File: config.mk
export PLATFORM = sky130hd
export DESIGN_NAME = bus_addr_dec_n_flat
export DESIGN_NICKNAME = d
export VERILOG_FILES = /design/src/rtl/bus_addr_dec_n_if.sv /design/src/rtl/bus_addr_dec_n.sv /design/src/flat_wrapper.sv
export SDC_FILE = /design/constraint.sdc
export NUM_CORES = 1
export LEC_CHECK = 0
export ABC_AREA = 1
export BUFFER_PORTS_ARGS = -buffer_cell sky130_fd_sc_hd__buf_2
export CAP_MARGIN = 0
export CORE_MARGIN = 4
export CORE_UTILIZATION = 35
export CTS_CLUSTER_SIZE = 14
export DETAILED_ROUTE_END_ITERATION = 6
export GPL_TIMING_DRIVEN = 0
export PLACE_DENSITY_LB_ADDON = 0.15
export SYNTH_ARGS = -nofsm -noshare
export SYNTH_HDL_FRONTEND = slang
export SYNTH_SLANG_ARGS = --single-unit
File: constraint.sdc
create_clock -name clk -period 2.8 [get_ports clk]
set_input_delay 0.28 -clock clk [delete_from_list [all_inputs] [get_ports clk]]
set_output_delay 0.28 -clock clk [all_outputs]
set_load 0.02 [all_outputs]
File: src/rtl/bus_addr_dec_n_if.sv
// Bus between the master/arbiter and the address decoder: request/address in,
// registered slave select, latched offset and decode-error status out.
interface bus_addr_dec_n_if #(
    parameter int ADDR_W = 8,
    parameter int SEL_W  = 3,
    parameter int NUM_S  = 2
);
    // Handshake: M_req is held high for the whole transfer. The address is taken
    // only on the edge that sees M_req high while the decoder is idle. Dropping
    // M_req ends the transfer. The decoder never stalls the master; busy reports
    // that a transfer or an error hold is still in progress.
    logic                    M_req;
    logic [ADDR_W-1:0]       M_addr;
    logic [NUM_S-1:0]        S_sel;
    logic [ADDR_W-SEL_W-1:0] S_offset;
    logic                    busy;
    logic                    dec_err;
    logic [7:0]              err_cnt;

    modport master (
        output M_req, M_addr,
        input  S_sel, S_offset, busy, dec_err, err_cnt
    );

    modport slave (
        input  M_req, M_addr,
        output S_sel, S_offset, busy, dec_err, err_cnt
    );
endinterface

File: src/rtl/bus_addr_dec_n.sv
// Registered bus address decoder: the upper SEL_W address bits select one of NUM_S
// slaves. Unmapped regions raise a one-cycle dec_err and bump a saturating counter.
module bus_addr_dec_n #(
    parameter int ADDR_W = 8,
    parameter int SEL_W  = 3,
    parameter int NUM_S  = 2
) (
    input  logic                clk,
    input  logic                reset,
    bus_addr_dec_n_if.slave     bus,
    output logic [1:0]          dbg_state
);
    localparam int OFF_W = ADDR_W - SEL_W;
    localparam logic [NUM_S-1:0] SEL_ONE = NUM_S'(1);

    typedef enum logic [1:0] {
        IDLE     = 2'd0,
        ACTIVE   = 2'd1,
        ERROR    = 2'd2,
        WAIT_REL = 2'd3
    } state_t;

    state_t             state_q, state_d;
    logic [NUM_S-1:0]   sel_q, sel_d;
    logic [OFF_W-1:0]   off_q, off_d;
    logic               busy_q, busy_d;
    logic               err_q, err_d;
    logic [7:0]         cnt_q, cnt_d;

    logic [SEL_W-1:0]   idx;
    logic               mapped;

    assign idx    = bus.M_addr[ADDR_W-1 -: SEL_W];
    assign mapped = ({{(32-SEL_W){1'b0}}, idx} < $unsigned(NUM_S));

    always_ff @(posedge clk) begin
        if (reset) begin
            state_q <= IDLE;
            sel_q   <= '0;
            off_q   <= '0;
            busy_q  <= 1'b0;
            err_q   <= 1'b0;
            cnt_q   <= 8'd0;
        end else begin
            state_q <= state_d;
            sel_q   <= sel_d;
            off_q   <= off_d;
            busy_q  <= busy_d;
            err_q   <= err_d;
            cnt_q   <= cnt_d;
        end
    end

    // Every output is the registered image of its next value. Anything not
    // explicitly held or loaded falls back to its idle value.
    always_comb begin
        state_d = state_q;
        sel_d   = '0;
        off_d   = '0;
        busy_d  = 1'b0;
        err_d   = 1'b0;
        cnt_d   = cnt_q;
        case (state_q)
            IDLE: begin
                if (bus.M_req) begin
                    busy_d = 1'b1;
                    if (mapped) begin
                        state_d = ACTIVE;
                        sel_d   = SEL_ONE << idx;
                        off_d   = bus.M_addr[OFF_W-1:0];
                    end else begin
                        state_d = ERROR;
                        err_d   = 1'b1;
                        if (cnt_q != 8'hFF) cnt_d = cnt_q + 8'd1;
                    end
                end
            end
            ACTIVE: begin
                // Address is deliberately ignored here: no re-decode mid-transfer.
                if (bus.M_req) begin
                    sel_d  = sel_q;
                    off_d  = off_q;
                    busy_d = 1'b1;
                end else begin
                    state_d = IDLE;
                end
            end
            ERROR: begin
                state_d = bus.M_req ? WAIT_REL : IDLE;
                busy_d  = bus.M_req;
            end
            WAIT_REL: begin
                if (bus.M_req) busy_d = 1'b1;
                else           state_d = IDLE;
            end
            default: state_d = IDLE;
        endcase
    end

    assign bus.S_sel    = sel_q;
    assign bus.S_offset = off_q;
    assign bus.busy     = busy_q;
    assign bus.dec_err  = err_q;
    assign bus.err_cnt  = cnt_q;
    assign dbg_state    = state_q;
endmodule

File: src/flat_wrapper.sv
// flat-port wrapper written by rule: the top's interface ports become plain ports
module bus_addr_dec_n_flat 
#(
    parameter int ADDR_W = 8,
    parameter int SEL_W  = 3,
    parameter int NUM_S  = 2
)
  (clk, reset, dbg_state, bus_M_req, bus_M_addr, bus_S_sel, bus_S_offset, bus_busy, bus_dec_err, bus_err_cnt);
  bus_addr_dec_n_if #(.ADDR_W(ADDR_W), .SEL_W(SEL_W), .NUM_S(NUM_S)) bus_i ();
  input  logic clk;
  input  logic reset;
  output logic [1:0] dbg_state;
  input wire logic [$bits(bus_i.M_req)-1:0] bus_M_req;
  input wire logic [$bits(bus_i.M_addr)-1:0] bus_M_addr;
  output wire logic [$bits(bus_i.S_sel)-1:0] bus_S_sel;
  output wire logic [$bits(bus_i.S_offset)-1:0] bus_S_offset;
  output wire logic [$bits(bus_i.busy)-1:0] bus_busy;
  output wire logic [$bits(bus_i.dec_err)-1:0] bus_dec_err;
  output wire logic [$bits(bus_i.err_cnt)-1:0] bus_err_cnt;
  assign bus_i.M_req = bus_M_req;
  assign bus_i.M_addr = bus_M_addr;
  assign bus_S_sel = bus_i.S_sel;
  assign bus_S_offset = bus_i.S_offset;
  assign bus_busy = bus_i.busy;
  assign bus_dec_err = bus_i.dec_err;
  assign bus_err_cnt = bus_i.err_cnt;
  bus_addr_dec_n #(.ADDR_W(ADDR_W), .SEL_W(SEL_W), .NUM_S(NUM_S)) u_core (.clk(clk), .reset(reset), .bus(bus_i), .dbg_state(dbg_state));
endmodule
## Word level (Yosys, flattened, before mapping)

Cells that the tools add are included.
Widths: inputs -> output; s select.

| word-level totals | value |
|---|---|
| bits of input ports | 11 |
| word-level logic and storage cells | 40 |
| bits in registers | 19 |
| output and inout bits | 19 |

| operators by class | value |
|---|---|
| magnitude comparators | 1 |
| bitwise operators | 3 |
| reductions and logical operators | 6 |
| eq/ne operators | 7 |
| shift operators | 1 |
| $add $sub $neg | 1 |
| mux-type cells | 15 |

Operator list:

| cell | count |
|---|---|
| $mux 5 | 3 |
| $mux 2 | 6 |
| $pmux 5 s2 | 1 |
| $add 8x1->8 const B | 1 |
| $ne 8x8->1 const B | 1 |
| $ne 2x2->1 const B | 3 |
| $pmux 2 s3 | 1 |
| $reduce_or 3->1 | 2 |
| $eq 2x2->1 const B | 2 |
| $pmux 2 s2 | 1 |
| $reduce_and 4->1 | 1 |
| $lt 3x2->1 const B | 1 |
| $not 1->1 | 3 |
| $shl 1x3->2 const A | 1 |
| $eq 2x1->1 const B | 1 |
| $logic_not 2->1 | 1 |
| $mux 1 | 2 |
| $pmux 1 s2 | 1 |
| $reduce_and 2->1 | 1 |
| $reduce_or 2->1 | 1 |

## Depth between registers and ports, before layout

| logic depth | value |
|---|---|
| depth in word-level cells | 4 |
| mapped depth | 8 |
| gate-level depth less buffers | 8 |

## Worst setup path after synthesis

OpenSTA, ideal clock, no wires.

| path | value |
|---|---|
| path type | flip-flop to flip-flop |
| start point | register u_core.cnt_q[1], in the netlist u_core.bus.err_cnt[1] |
| end point | register u_core.cnt_q[6], in the netlist u_core.bus.err_cnt[6] |
| stages on the path, launching flop included | 9 |
| required time | 2.668 ns |
| arrival | 1.211 ns |
| path slack | 1.457 ns |
| path through | dfxtp_1 > ha_1 > nand2_1 > nor2_2 > nand2_1 > nand2_1 > nand2_1 > nand2_1 > a21oi_2 |

| between the ends | value |
|---|---|
| word-level cells in the longest chain between the ends | 2 |
| elaborated cells on any way between the ends | 3 |
| classes of those cells | 1 x add/sub; 1 x eq/ne; 1 x reduce/logical |

Ends and longest elaborated chain:

| what | RTL line | source |
|---|---|---|
| start: declaration | bus_addr_dec_n.sv:28 | `logic [7:0] cnt_q, cnt_d;` |
| start signal: assignment | bus_addr_dec_n.sv:50 | `cnt_q <= cnt_d;` |
| parallel branches: the longest is 2 deep, another holds $add 8x1->8 | - |  |

Several ways; the timed one is not identified.
A chain may end at the register's enable or synchronous reset.

## Final worst setup path

Same ends and word-level chain as after synthesis.

==> results.cfg <==
[die]
coreArea_um2 = 2477
initial_core_util_pct = 36.57
io-pin-count = 30
die_h_um = 58.88
die-area_um2 = 3466
die_w_um = 58.88
num_rows = 18

[detailed_routing]
wl_per_cell_um = 10.42
drtAntennaViolNets = 0
via_per_inst = 4.505
drtIter0Drc = 21
first_pass_iters = 4
vias = 838
drt_wl_total_mm = 1.938
drc = 0

[global_route]
gr-total-overflow = 0
grt_pass1_vias = 816
grt_max_degree = 11
grt_pass1_wl_mm = 3.394
antenna_found_initial = 0
track_usage_pct = 12.32

[hold_path]
hold_path.class = input pin to register
worstHoldPathCells = 2
worstHoldEndpoint = u_core.bus.err_cnt[3]
min-delay-start = reset

[clock_tree]
cts_repair_resize_count = 0
path_clk_slew_ps = 110
hold_buffers = 0
postCtsSetupBuffers = 0
htreeDepth = 1
tritoncts = yes
cts_root_buf = clkbuf_4
numCtsBuffers = 3
insertion_delay_ps = 300
clock_sinks = 19
clockBufferDepth = 2

[cells_and_area]
antenna-diode-count = 0
final_area_um2 = 1115
finalNetCount = 169
drive_gt1_share_pct = 31.41
area_delta_synth_final_pct = 23.07

[critical_path]
worst_path_max_delay_cell = dfxtp_1
rr_worst_depth = 8
reg2reg_from = u_core.bus.err_cnt[1]
worst-path-max-fanout = 5
cp.arrival_ps = 1500
cp_cell_sequence = ha_1 > nand2_1 > nor2_2 > nand2_1 > nand2_1 > nand2_1 > nand2_1 > a21oi_2
critical_path_class = register to register
crit_required_ps = 2980
slowest_delay_ps = 410
start_kind = register
crit_path_end_kind = register
r2r_end = u_core.bus.err_cnt[6]
critPathMostFrequentCell = nand2_1
r2r_slack_ps = 1480

[synth]
yosys.area.top_type = dfxtp_1
ys_seq_elements = 19
ys_warn_count = 0
syn_inst = 123
syn-num-nets = 135
ys_seq_area_share_pct = 41.99
syn_area_um2 = 905.9
synth_cell_type_count = 22
synth_area_leaders = dfxtp_1, nand2_1, inv_1
avgSynthCellArea_um2 = 7.365
synth_top_area_share_pct = 41.99

[timing]
tightest_slew_ps = 515.1
slew_violations = 0
fmax_ghz = 0.7560
fin_crit_sh_pct = 47.24
setup_viol = 0
fin_hold_ws_ps = 207.0
fin_skew_ps = 10.87
final.min_clock_period_ps = 1323
fin_tns_setup_ps = 0
hold_viol_final = 0
rsz0062_at_grt = false
relSlewSlack_pct = 65.66

[pwr]
p_leak_nw = 0.5019
vdd_drop_max_v = 0.0001975
power.density_nw_per_um2 = 439.0

[job]
drv_cap = 0

[place]
placed_area_um2 = 1089
io_buffers = 29
dp_hpwl_mm = 1.522
gp_congestion = 0.7875

[run_status]
status = finished, final reports clean
[flip-flops by register name (all words and copies together) (netlist names)]
| name | cells |
|---|---|
| u_core.bus.err_cnt | 8 |
| u_core.bus.S_offset | 5 |
| u_core.dbg_state | 2 |
| u_core.bus.dec_err | 1 |
| u_core.bus.busy | 1 |
| u_core.bus.S_sel | 2 |
[synthesized netlist by cell type, drive strengths merged]
cell type and instances:
a31oi 1, nand3 7, clkinv 1, o21ai 2, clkbuf 1, nand4 1, xor2 2, nor2 18
nand2 41, inv 15, nor3 1, dfxtp 19, a21oi 13, ha 1
[critical path, delay by kind of cell, from the launching register on]
family                     cells  cell delay [ps]
adders and majority gates      1              250
and+or+nand+nor                6              500
AOI/OAI and AO/OA              1               50
DFF                            1              410
[layer usage]
metal  vias to the layer above  track usage [%]  share of wire [%]  routed length (µm)
li1                        452                -                  -                   -
met1                       372            16.49                 49                 950
met2                        14            19.87                 46                 893
met3                         0            3.070                4.9                  94
met4                         0            2.913                  0                   0
met5                         -                0                  0                   0
[area by class of cell]
| class | count | area [µm²] |
|---|---|---|
| repair buffers | 29 | 145.1 |
| flip-flops and latches | 19 | 380.4 |
| inverters | 16 | 62.56 |
| multi-input cells | 87 | 459.2 |
| plain buffers | 1 | 3.754 |
| well taps | 30 | 37.54 |
| clock buffers | 4 | 26.28 |
| fillers | 274 | 1363 |
[power by group]
part	internal (mW)	total [mW]	switching, mW	leakage (nW)
logic	0.0231	0.0655	0.0424	0.332
clock network	0.0554	0.139	0.0833	0.0150
registers	0.278	0.285	0.00736	0.154
total	0.356	0.489	0.133	0.502
[per-stage QoR]
stage          cells  total power [mW]  utilization [%]  setup WS (ps)
3_5_place_dp     182            0.3575            43.94           1504
4_1_cts          186            0.4993            45.00           1472
3_3_place_gp     182            0.3568            43.94           1543
2_1_floorplan    123            0.3337                -           1457
5_1_grt          186            0.5185            45.00           1321
6_report         186            0.4894            45.00           1477
[logic make-up after synthesis]
logic type	after synthesis	share of synthesized area, %
simple gates	68	37.16
fa+ha+maj	1	1.381
flops	19	41.99
compound gates	16	10.22
xor+xnor	2	1.934
buf+inv	17	7.320
[how the worst max path moves through the flow]
stage | startpoint | endpoint | slack (ps) | depth (start not counted)
3_3_place_gp | u_core.bus.err_cnt[1] | u_core.bus.err_cnt[6] | 1540 | 8
5_1_grt | u_core.bus.err_cnt[0] | u_core.bus.err_cnt[2] | 1320 | 7
3_5_place_dp | u_core.bus.err_cnt[1] | u_core.bus.err_cnt[6] | 1500 | 8
6_report | u_core.bus.err_cnt[1] | u_core.bus.err_cnt[6] | 1480 | 8
4_1_cts | u_core.bus.err_cnt[0] | u_core.bus.err_cnt[3] | 1470 | 7
2_1_floorplan | u_core.bus.err_cnt[1] | u_core.bus.err_cnt[6] | 1460 | 8
[layout by cell type, fill, tap and decap left out, drive strengths merged]
master   n
xor2     2
nand4    1
nand2   41
clkbuf   5
nand3    7
a31oi    1
o21ai    2
clkinv   1
dfxtp   19
a21oi   13
nor3     1
ha       1
buf     29
inv     15
nor2    18
(Power assumes the default switching activity.)
